[src/rtl/alu_muldiv.sv]
// Iterative multiply/divide unit that sits beside the MIPS ALU.
// One multiplier bit or one quotient bit is processed per cycle; results
// come back in HI/LO form (Result1 = LO, Result2 = HI).
module alu_muldiv #(
  parameter int WIDTH = 32
) (
  input  logic             clk,
  input  logic             rst_n,
  input  logic             start,
  input  logic [1:0]       op,
  input  logic [WIDTH-1:0] X,
  input  logic [WIDTH-1:0] Y,
  output logic             busy,
  output logic             done,
  output logic [WIDTH-1:0] Result1,
  output logic [WIDTH-1:0] Result2,
  output logic             div_zero
);

  localparam int                 CNT_W    = $clog2(WIDTH + 1);
  localparam logic [CNT_W-1:0]   CNT_LOAD = CNT_W'(WIDTH);
  localparam logic [CNT_W-1:0]   CNT_ONE  = CNT_W'(1);
  localparam logic [WIDTH-1:0]   ONE_W    = {{(WIDTH-1){1'b0}}, 1'b1};
  localparam logic [2*WIDTH-1:0] ONE_2W   = {{(2*WIDTH-1){1'b0}}, 1'b1};

  typedef enum logic [1:0] {S_IDLE, S_BUSY, S_DONE} state_e;

  // Magnitude of a possibly-signed operand; the most-negative value maps to
  // 2^(WIDTH-1), which still fits the unsigned WIDTH-bit result.
  function automatic logic [WIDTH-1:0] mag(input logic [WIDTH-1:0] v, input logic sgn);
    return (sgn && v[WIDTH-1]) ? (~v + ONE_W) : v;
  endfunction

  state_e             state_q, state_d;
  logic [CNT_W-1:0]   cnt_q, cnt_d;
  logic [1:0]         op_q, op_d;
  logic [WIDTH-1:0]   x_q, x_d;
  logic [WIDTH-1:0]   y_q, y_d;
  logic [2*WIDTH-1:0] acc_q, acc_d;
  logic [WIDTH-1:0]   res1_q, res1_d;
  logic [WIDTH-1:0]   res2_q, res2_d;
  logic               dz_q, dz_d;
  logic               busy_q, busy_d;
  logic               done_q, done_d;

  logic               is_div, sgn, x_neg, y_neg, q_neg;
  logic [WIDTH-1:0]   b_mag;
  logic [WIDTH:0]     mul_sum, mul_add;
  logic [WIDTH:0]     div_trial, div_sub;
  logic               div_ge;
  logic [2*WIDTH-1:0] step;
  logic [2*WIDTH-1:0] prod;
  logic [WIDTH-1:0]   quot, rem;
  logic [WIDTH-1:0]   fin_lo, fin_hi;
  logic               fin_dz;

  // One iteration of the shared datapath plus sign fix-up of the final value.
  // The accumulator holds {HI, LO}: for multiply LO starts as |X| and is
  // shifted out as product bits arrive; for divide LO starts as |X| and is
  // replaced bit by bit with the quotient while HI carries the remainder.
  always_comb begin
    is_div = op_q[1];
    sgn    = op_q[0];
    x_neg  = sgn & x_q[WIDTH-1];
    y_neg  = sgn & y_q[WIDTH-1];
    q_neg  = x_neg ^ y_neg;
    b_mag  = mag(y_q, sgn);

    mul_sum = {1'b0, acc_q[2*WIDTH-1:WIDTH]} + {1'b0, b_mag};
    mul_add = acc_q[0] ? mul_sum : {1'b0, acc_q[2*WIDTH-1:WIDTH]};

    div_trial = {acc_q[2*WIDTH-1:WIDTH], acc_q[WIDTH-1]};
    div_sub   = div_trial - {1'b0, b_mag};
    div_ge    = ~div_sub[WIDTH];

    if (is_div) begin
      step = {(div_ge ? div_sub[WIDTH-1:0] : div_trial[WIDTH-1:0]),
              acc_q[WIDTH-2:0], div_ge};
    end else begin
      step = {mul_add, acc_q[WIDTH-1:1]};
    end

    prod = q_neg ? (~step + ONE_2W) : step;
    quot = q_neg ? (~step[WIDTH-1:0] + ONE_W) : step[WIDTH-1:0];
    rem  = x_neg ? (~step[2*WIDTH-1:WIDTH] + ONE_W) : step[2*WIDTH-1:WIDTH];

    if (!is_div) begin
      fin_lo = prod[WIDTH-1:0];
      fin_hi = prod[2*WIDTH-1:WIDTH];
      fin_dz = 1'b0;
    end else if (y_q == '0) begin
      fin_lo = '1;
      fin_hi = x_q;
      fin_dz = 1'b1;
    end else begin
      fin_lo = quot;
      fin_hi = rem;
      fin_dz = 1'b0;
    end
  end

  // Next-state logic: accept in IDLE/DONE, iterate in BUSY, publish on the last step.
  always_comb begin
    // NOTE: every _d defaults to its _q so no path through the case leaves a signal unassigned, which would infer a latch.
    state_d = state_q;
    cnt_d   = cnt_q;
    op_d    = op_q;
    x_d     = x_q;
    y_d     = y_q;
    acc_d   = acc_q;
    res1_d  = res1_q;
    res2_d  = res2_q;
    dz_d    = dz_q;

    unique case (state_q)
      S_IDLE, S_DONE: begin
        if (start) begin
          state_d = S_BUSY;
          cnt_d   = CNT_LOAD;
          op_d    = op;
          x_d     = X;
          y_d     = Y;
          acc_d   = {{WIDTH{1'b0}}, mag(X, op[0])};
        end else begin
          state_d = S_IDLE;
        end
      end
      S_BUSY: begin
        acc_d = step;
        cnt_d = cnt_q - CNT_ONE;
        if (cnt_q == CNT_ONE) begin
          state_d = S_DONE;
          res1_d  = fin_lo;
          res2_d  = fin_hi;
          dz_d    = fin_dz;
        end
      end
      default: state_d = S_IDLE;
    endcase

    busy_d = (state_d == S_BUSY);
    done_d = (state_d == S_DONE);
  end

  // State, datapath and output registers.
  always_ff @(posedge clk or negedge rst_n) begin
    if (!rst_n) begin
      // NOTE: operand and accumulator flops are reset too; they are plain registers, not a memory array, so nothing here ever powers up as X.
      state_q <= S_IDLE;
      cnt_q   <= '0;
      op_q    <= '0;
      x_q     <= '0;
      y_q     <= '0;
      acc_q   <= '0;
      res1_q  <= '0;
      res2_q  <= '0;
      dz_q    <= 1'b0;
      busy_q  <= 1'b0;
      done_q  <= 1'b0;
    end else begin
      // NOTE: non-blocking assignments so every flop samples pre-edge values regardless of statement order.
      state_q <= state_d;
      cnt_q   <= cnt_d;
      op_q    <= op_d;
      x_q     <= x_d;
      y_q     <= y_d;
      acc_q   <= acc_d;
      res1_q  <= res1_d;
      res2_q  <= res2_d;
      dz_q    <= dz_d;
      busy_q  <= busy_d;
      done_q  <= done_d;
    end
  end

  assign busy     = busy_q;
  assign done     = done_q;
  assign Result1  = res1_q;
  assign Result2  = res2_q;
  assign div_zero = dz_q;

endmodule

[config.mk]
export PLATFORM = sky130hd
export DESIGN_NAME = alu_muldiv
export DESIGN_NICKNAME = d
export VERILOG_FILES = /design/src/rtl/alu_muldiv.sv
export SDC_FILE = /design/constraint.sdc
export NUM_CORES = 1
export LEC_CHECK = 0
export ABC_AREA = 1
export CORE_ASPECT_RATIO = 0.8
export CORE_UTILIZATION = 43
export DETAILED_ROUTE_END_ITERATION = 8
export REMOVE_ABC_BUFFERS = 1
export SLEW_MARGIN = 20
export SYNTH_ARGS = -nofsm -noshare
export SYNTH_HDL_FRONTEND = slang
export SYNTH_SLANG_ARGS = --single-unit
[constraint.sdc]
create_clock -name clk -period 16.79 [get_ports clk]
set_clock_uncertainty 0.15 [all_clocks]
set_input_delay 3.358 -clock clk [delete_from_list [all_inputs] [get_ports clk]]
set_output_delay 3.358 -clock clk [all_outputs]
set_load 0.01 [all_outputs]
# Yosys cells after proc, flatten, opt, wreduce, memory -nomap -nowiden
# Cells that the tools add are included.
# word_totals
register_bits	205
inputBits	69
output_inout_bits	67
wordCells	64
# classes
n_addsub	8
eq_ne	6
muxes	21
bitwise_logic	9
reduce_logical	9
# ops
cell	count
two-way mux 32 bit	9
two-way mux 64 bit	3
adder 32 x 1 -> 32 bit (second input constant)	4
inverter 32 bit	4
case mux 64 bit (2 select lines)	1
adder 64 x 1 -> 64 bit (second input constant)	1
inverter 64 bit	1
adder 32 x 32 -> 33 bit	1
two-way mux 33 bit	1
subtractor 33 x 32 -> 33 bit	1
zero test 32 bit	1
case mux 6 bit (2 select lines)	1
== test 6 x 1 -> 1 bit (second input constant)	1
two-way mux 6 bit	1
AND reduction 2 bit	3
subtractor 6 x 1 -> 6 bit (second input constant)	1
== test 2 x 1 -> 1 bit (second input constant)	2
== test 2 bit (second input constant)	2
case mux 2 bit (2 select lines)	1
two-way mux 1 bit	3
bitwise AND 1 bit	2
logical AND 1 bit	2
zero test 2 bit	1
two-way mux 2 bit	1
5 further kinds	5

# Logic depth before layout (Yosys ltp)
# Gate-level depths: netlist of the first run.
# logic_depth
ltp_word	11
depth_mapped	47
mapped_depth_nobuf	46

# Worst setup path before layout of the first run
# No wires, ideal clock.
# synth_timing
kind	input to register
startpoint	input X[1]
endpoint	register acc_q[28]
setup_ps	90
t_arrival_ps	5362
required_time_ps	16550
path_slack_ps	11188
path_stages	18
path_buffers	0
cell_sequence	inv_1 -> ha_1 -> inv_1 -> nor3_1 -> inv_1 -> nor2_1 -> inv_1 -> nor3_1 -> nand2_1 -> nor3_1 -> nand2_1 -> nor2_1 -> nand2_1 -> nor3_1 -> nand2_1 -> o21ai_0 -> nand3_1 -> o2111ai_1
# synth_between
elab_chain_len	5
# synth_rtl
element	line	rtl
start: declaration	11	input logic [WIDTH-1:0] X,
inverter 32 bit	31	return (sgn && v[WIDTH-1]) ? (~v + ONE_W) : v;
adder 32 x 1 -> 32 bit	31	
two-way mux 32 bit	31	
two-way mux 64 bit	117	if (start) begin
case mux 64 bit (2 select lines)	115	unique case (state_q)
end signal: assignment	154	acc_q <= '0;
end signal: assignment	167	acc_q <= acc_d;
end: declaration	39	logic [2*WIDTH-1:0] acc_q, acc_d;
# No other way between the ends. The select of a mux whose other input is x is not followed.
# A chain may end at the register's enable or synchronous reset.

# Worst setup path after layout of the first run
# layout_timing
startpoint	register y_q[4]
endpoint	register res2_q[30] (netlist: Result2[30])
# layout_between
elab_chain_len	11
elab_cells_between_ends	18
cone_classes	add/sub (5); mux (8); bitwise (4); reduce/logical (1)
# layout_rtl
element	line	rtl
start: declaration	38	logic [WIDTH-1:0] y_q, y_d;
start signal: assignment	166	y_q <= y_d;
inverter 32 bit	31	
adder 32 x 1 -> 32 bit	31	
two-way mux 32 bit	31	
subtractor 33 x 32 -> 33 bit / adder 32 x 32 -> 33 bit (equally long branches)	73, 69	
two-way mux 32 bit / two-way mux 33 bit (equally long branches)	77, 70	
two-way mux 64 bit	76	if (is_div) begin
inverter 32 bit	85	rem = x_neg ? (~step[2*WIDTH-1:WIDTH] + ONE_W) : step[2*WIDTH-1:WIDTH];
adder 32 x 1 -> 32 bit	85	
two-way mux 32 bit	85	
two-way mux 32 bit	91	end else if (y_q == '0) begin
two-way mux 32 bit *	87	if (!is_div) begin
end signal: assignment	169	res2_q <= res2_d;
end: declaration	41	logic [WIDTH-1:0] res2_q, res2_d;
# Every way passes the cells marked *; elsewhere a longest branch is shown, timed or not.

==> flow_metrics.env, run 1 <==
export IMPL_synth_top_area_cell="dfrtp_1"
export IMPL_chipHeight_um=190.9
export IMPL_ctsHtreeMaxLevel=1
export IMPL_synth_fa_ha_area_share_pct=4.776
export IMPL_cp_slowest_stage_delay_ns=0.68
export IMPL_ff2ff_setup_slack_ns=8.97
export IMPL_synth_commonest_cells="nand2_1, inv_1, nor2_1, nand3_1, dfrtp_1"
export IMPL_yosys_area_share_simple_pct=38.80
export IMPL_clk_latency_ns=0.56
export IMPL_share_seq_of_total_power_pct=43.7
export IMPL_rows=68
export IMPL_syn_area_um2=19180
export IMPL_post_drt_wl_per_cell_um=20.32
export IMPL_async_reset_ff_share_pct=100.0
export IMPL_cpMaxStageDelayCell="xor2_1"
export IMPL_synth_top_family_by_area="simple AND/OR/NAND/NOR gates"
export IMPL_crit_path_frequent_cell="nand2_1"
export IMPL_min_path_type="flop to flop"
export IMPL_grt_max_degree=97
export IMPL_drtIter0Drc=2247
export IMPL_die_width_um=238.1
export IMPL_setup_viol=0
export IMPL_fillerInstances=4668
export IMPL_grtUsageTotal_pct=34.27
export IMPL_grt_ovfl_total=0
export IMPL_rr_endpoint="Result2[30]"
export IMPL_p_clk_share_pct=52.5
export IMPL_dieArea_um2=45460
export IMPL_switchingPower_w=0.0002721
export IMPL_area_delta_synth_final_pct=13.90
export IMPL_reg2reg_depth=43
export IMPL_numCtsBuffers=25
export IMPL_routed_via_density=5.548
export IMPL_power_w=0.001131
export IMPL_wl_mm=78.17
export IMPL_cp_max_fo=11
export IMPL_antenna_left=0
export IMPL_synth_xor_area_share_pct=4.338
export IMPL_period_share_pct=46.56
export IMPL_fmax_mhz=127.9
export IMPL_p_leak_nw=11.85
export IMPL_tightest_slew_ns=1.048
export IMPL_first_pass_iters=7
export IMPL_synth_compound_area_share_pct=13.77
export IMPL_synth_mux_area_share_pct=0
export IMPL_cp_start_kind="flop"
export IMPL_synth_edf_count=0
export IMPL_rr_startpoint="y_q[4]"
export IMPL_synth_most_common_cell="nand2_1"
export IMPL_post_cts_setup_buffer_count=0
export IMPL_syn_inst=3151
export IMPL_grt_pass1_wl_mm=118.5
export IMPL_ios=136
export IMPL_synth_area_leaders="dfrtp_1, nand2_1, inv_1"
export IMPL_hpwl_mm=61.95
export IMPL_critPathKind="flop to flop"
export IMPL_synth_area_per_cell_um2=6.086
export IMPL_fp_coreArea_um2=43560
export IMPL_worstPathRequired_ns=17.12
export IMPL_clkTransAtPathRegs_ns=0.06
export IMPL_outcome="finished, final reports clean"
export IMPL_drive_gt1_share_pct=5.814
export IMPL_rsz0062_at_grt="no"
export IMPL_maxCapViolations=0
export IMPL_finalHoldViolCount=0
export IMPL_final_nets=3373
export IMPL_period_needed_ns=7.817
export IMPL_critical_path_arrival_ns=8.15
export IMPL_synth_seq_cells=205
export IMPL_drv_slew=0
export IMPL_cp_end_kind="flop"
export IMPL_cts_root_buf="clkbuf_16"
export IMPL_p_comb_share_pct=3.8
export IMPL_finalSetupTns_ns=0
export IMPL_yosys_warnings=0
export IMPL_yosysTopAreaCellShare_pct=26.75
export IMPL_seq_area_frac_synth_pct=26.75
export IMPL_crit_start="y_q[4]"
export IMPL_power_density_nw_per_um2=51.75
export IMPL_grt_pass1_vias=19740
export IMPL_io_buffers=135
export IMPL_cts_sinks=205
export IMPL_yosysUniqueCellTypes=54
export IMPL_holdBufCountCts=0
export IMPL_cts_tree="built"
export IMPL_diodes=0
export IMPL_cts_resized=0
export IMPL_slew_headroom_pct=29.51
export IMPL_crit_end="Result2[30]"
export IMPL_start_util_pct=44.03
export IMPL_ys_flop_type="dfrtp_1"
export IMPL_cts_path_max_buffers=3
export IMPL_switching_share_pct=24.07
export IMPL_drc=0
export IMPL_antenna_found_initial=1
export IMPL_gp_congestion=1.034
export IMPL_ir_worst_vdd_v=0.00007181
export IMPL_num_vias=21340
export IMPL_p_int_w=0.0008584
-- layer usage --
metal / part of all wire [%] / routed length [um] / track usage [%] / vias up
li1: - / - / - / 10210
met1: 49 / 38310 / 53.56 / 10050
met2: 38 / 29840 / 46.03 / 997
met3: 11 / 8782 / 9.776 / 77
met4: 1.5 / 1211 / 5.572 / 4
met5: 0.035 / 27 / 0 / -
-- state kept, by name (all words and copies together) (netlist names) --
| signal | flops |
|---|---|
| acc_q | 64 |
| Result2 | 32 |
| x_q | 32 |
| Result1 | 32 |
| div_zero | 1 |
| busy | 1 |
| y_q | 32 |
| op_q | 2 |
| done | 1 |
| cnt_q | 6 |
| state_q | 2 |
-- layout make-up --
class | instances | area (um2) | share of cell area, %
clock buffer | 27 | 653.1 | 2.990
clock inverter | 19 | 224.0 | 1.025
inverter | 462 | 1734 | 7.939
multi-input combinational | 2381 | 11830 | 54.17
sequential | 205 | 5134 | 23.50
tap | 595 | 744.5 | 3.408
timing repair buffer | 157 | 1521 | 6.965
-- critical path, delay by kind of cell, from the launching register on --
| family | cells | cell delay, ns |
|---|---|---|
| buffers and inverters | 8 | 0.76 |
| adder cells (fa/ha/maj) | 2 | 0.55 |
| AND/OR/NAND/NOR | 28 | 4.14 |
| AO/OA/AOI/OAI | 4 | 1.00 |
| XOR/XNOR | 1 | 0.68 |
| flip-flops | 1 | 0.41 |
-- kinds of logic after synthesis --
logic type | Yosys count
AO/OA/AOI/OAI | 458
XOR/XNOR | 95
adder cells (fa/ha/maj) | 72
buffers and inverters | 565
flip-flops | 205
AND/OR/NAND/NOR | 1756
-- cells in the final DEF, fill, tap and decap left out, types with 6 or more instances in the layout --
cell,instances
o21ai_0,153
nand4_1,28
clkdlybuf4s50_1,134
nor2_4,7
a21oi_1,137
ha_1,70
nand3_2,6
o221ai_1,24
nand3b_1,8
o22ai_1,35
dfrtp_1,204
nand2_1,1051
buf_4,22
inv_2,18
o31ai_1,7
nor4_1,7
a31oi_1,17
nor2_2,18
inv_1,439
o21bai_1,9
xnor2_1,16
o21ai_1,28
xor2_1,79
nand2_2,36
o211ai_1,25
nand3_1,225
clkbuf_16,25
nor2_1,305
clkinv_2,7
or2_2,7
nor3_1,32
o21ai_2,6
nand2_4,8
-- through the flow --
step           setup slack, ns  instance area [um2]  hold WS [ns]  std cells  util, %
2_1_floorplan            9.694                18690        0.2936       3048        -
6_report                 8.973                21840        0.3256       3846    50.15
4_1_cts                  9.242                21840        0.3324       3846    50.15
3_3_place_gp             9.502                20970        0.3090       3800    48.13
5_1_grt                  8.225                21840        0.3490       3846    50.15
3_5_place_dp             9.293                20970        0.3157       3800    48.13
-- worst min-delay path by stage --
stage           startpoint     endpoint  slack, ns  cells past startpoint
2_1_floorplan      x_q[15]      x_q[15]       0.29                      2
3_3_place_gp       x_q[15]      x_q[15]       0.31                      2
3_5_place_dp   Result2[29]  Result2[29]       0.32                      2
4_1_cts        Result2[27]  Result2[27]       0.33                      2
5_1_grt        Result2[27]  Result2[27]       0.35                      2
6_report       Result2[27]  Result2[27]       0.33                      2
-- power groups by stage --
stage / Clock [W] / Combinational (W) / Sequential (W)
after floorplan: 0 / 0.00000909 / 0.000503
after global placement: 0 / 0.0000429 / 0.000503
after detailed placement: 0 / 0.0000434 / 0.000503
after CTS: 0.000599 / 0.0000436 / 0.000494
after global routing: 0.000618 / 0.0000475 / 0.000494
final: 0.000594 / 0.0000432 / 0.000494
Note: power is estimated with default switching activity, not from simulation.
==> inputs of run 2 (changes only) <==
- clock period: 16.79 -> 6.44 ns (I/O delays scaled with it)
==> run 2 against run 1 <==
Effect of this change: largest cell class unchanged; sequential cell count did not move; first-iteration DRC count fell by 3.4%; total power rose to 2.6 times the previous value; hold slack got worse by 0.0011 ns; routed wire length rose by 2.5%; sequential power rose to 2.6 times the previous value; sequential share of layout area fell by 1.7 points; register-to-register slack got worse by 8.8 ns; critical path depth fell by 1; worst setup slack got worse by 8.8 ns; highest routed layer is now met4; clock-buffer cell count rose by 6.
==> flow_metrics.env, run 2 (same netlist as run 1, synthesis figures left out) <==
export IMPL_outcome="finished, final reports clean"
export IMPL_grt_pass1_vias=20070
export IMPL_numCtsBuffers=25
export IMPL_ctsHtreeMaxLevel=1
export IMPL_drc=0
export IMPL_hold_slack_ns=0.3244
export IMPL_routed_via_density=5.449
export IMPL_dieArea_um2=45460
export IMPL_drv_slew=0
export IMPL_post_drt_wl_per_cell_um=19.89
export IMPL_clk_latency_ns=0.57
export IMPL_num_vias=21940
export IMPL_setup_viol=0
export IMPL_chipHeight_um=190.9
export IMPL_critical_path_arrival_ns=6.51
export IMPL_die_width_um=238.1
export IMPL_cts_tree="built"
export IMPL_period_share_pct=96.61
export IMPL_grt_max_degree=144
export IMPL_min_path_type="flop to flop"
export IMPL_rows=68
export IMPL_final_common_cell="nand2_1"
export IMPL_ir_worst_vdd_v=0.0002194
export IMPL_hpwl_mm=63.93
export IMPL_fillerInstances=4572
export IMPL_ff2ff_setup_slack_ns=0.22
export IMPL_ios=136
export IMPL_clkTransAtPathRegs_ns=0.06
export IMPL_slew_headroom_pct=39.32
export IMPL_drive_gt1_share_pct=11.89
export IMPL_start_util_pct=44.03
export IMPL_power_density_nw_per_um2=123.8
export IMPL_share_seq_of_total_power_pct=44.3
export IMPL_max_flop_register="acc_q"
export IMPL_p_clk_share_pct=51.9
export IMPL_finalHoldViolCount=0
export IMPL_switchingPower_w=0.0006666
export IMPL_cp_end_kind="flop"
export IMPL_grtUsageTotal_pct=34.86
export IMPL_rr_startpoint="y_q[2]"
export IMPL_p_leak_nw=12.77
export IMPL_cp_max_fo=10
export IMPL_rr_endpoint="Result2[14]"
export IMPL_hp_start="Result2[25]"
export IMPL_drtIter0Drc=2171
export IMPL_cts_path_max_buffers=3
export IMPL_holdBufCountCts=0
export IMPL_final_nets=3560
export IMPL_period_needed_ns=6.222
export IMPL_switching_share_pct=22.91
export IMPL_whs_path_depth=2
export IMPL_io_buffers=135
export IMPL_power_w=0.002909
export IMPL_crit_path_frequent_cell="nand2_1"
export IMPL_cts_sinks=205
export IMPL_wl_mm=80.09
export IMPL_fmax_mhz=160.7
export IMPL_grt_ovfl_total=0
export IMPL_worstPathRequired_ns=6.73
export IMPL_holdPathEnd="Result2[25]"
export IMPL_diodes=0
export IMPL_antenna_found_initial=3
export IMPL_fp_coreArea_um2=43560
export IMPL_largest_register_ffs=64
export IMPL_cpMaxStageDelayCell="ha_1"
export IMPL_final_cell_mix="nand2_1, inv_1, nor2_1"
export IMPL_gp_congestion=1.050
export IMPL_p_int_w=0.002243
export IMPL_first_pass_iters=5
export IMPL_cp_start_kind="flop"
export IMPL_rsz0062_at_grt="yes"
export IMPL_tightest_slew_ns=0.9070
export IMPL_area_delta_synth_final_pct=22.51
export IMPL_reg2reg_depth=42
export IMPL_maxCapViolations=0
export IMPL_cts_root_buf="clkbuf_16"
export IMPL_p_comb_share_pct=3.8
export IMPL_grt_pass1_wl_mm=120.3
export IMPL_cp_slowest_stage_delay_ns=0.40
export IMPL_antenna_left=0
export IMPL_critPathKind="flop to flop"
[run 2: changes by cell type in the layout (fill, tap and decap cells not counted), moves of 6 or more]
cell      before   now
nor3_1        32    26
nor3_2         4    10
buf_4         22   204
nor2_1       305   296
ha_1          70    62
nand2_1     1051  1043
clkinv_2       7     1
o21ai_0      153   147
nor2_2        18    25
[run 2: worst max-delay path: cells and delay by family (launching register included)]
kind                       cells  cell delay, ns
adders and majority gates      2            0.61
buffers and inverters         12            1.40
and+or+nand+nor               23            2.68
DFF                            1            0.38
AOI/OAI and AO/OA              5            0.87
[run 2: through the flow]
step	worst slack (ns)	TNS, ns	instance area (um2)	util, %	std cells
6_report	0.2182	0	23500	53.94	4027
5_1_grt	-0.1662	-1.942	23500	53.94	4027
4_1_cts	0.04854	0	23150	53.13	4011
3_5_place_dp	-0.03721	-0.1032	22290	51.18	3970
3_3_place_gp	0.1656	0	22290	51.18	3970
2_1_floorplan	-0.1414	-0.8828	18690	-	3048
[run 2: how the worst max path moves through the flow]
stage | from | end | slack, ns | depth (start not counted)
after floorplan | op_q[1] | Result2[16] | -0.14 | 22
after global placement | y_q[3] | Result2[30] | 0.17 | 44
after detailed placement | y_q[3] | Result2[28] | -0.04 | 43
after CTS | y_q[3] | Result2[30] | 0.05 | 45
after global routing | y_q[2] | Result2[14] | -0.17 | 44
final | y_q[2] | Result2[14] | 0.22 | 42
[run 2: repair_timing]
item / in CTS / in global routing
pin swaps: 0 / 24
setup endpoints to repair: 9 / 31
gates resized for setup: 1 / 58
setup buffers: 1 / 16
cloned: 0 / 0
[run 2: per-layer routing]
layer | global-route usage, % | part of all wire (%) | up-vias
li1 | - | - | 10570
met1 | 53.55 | 48 | 10280
met2 | 45.79 | 37 | 1014
met3 | 12.40 | 13 | 77
met4 | 6.238 | 1.8 | 0
met5 | 0 | 0 | -
[run 2: power groups by stage]
stage / Clock [W] / Sequential, W / Combinational, W
2_1_floorplan: 0 / 0.00131 / 0.0000237
3_3_place_gp: 0 / 0.00131 / 0.000111
3_5_place_dp: 0 / 0.00131 / 0.000112
4_1_cts: 0.00153 / 0.00129 / 0.000113
5_1_grt: 0.00158 / 0.00129 / 0.000123
6_report: 0.00151 / 0.00129 / 0.000112
[run 2: cell type report]
class	instances	area [um2]	area share [%]
clock buffer	33	685.7	2.918
clock inverter	7	153.9	0.6550
inverter	462	1737	7.391
multi-input combinational	2381	12060	51.34
sequential	205	5134	21.85
tap	595	744.5	3.168
timing repair buffer	344	2979	12.68
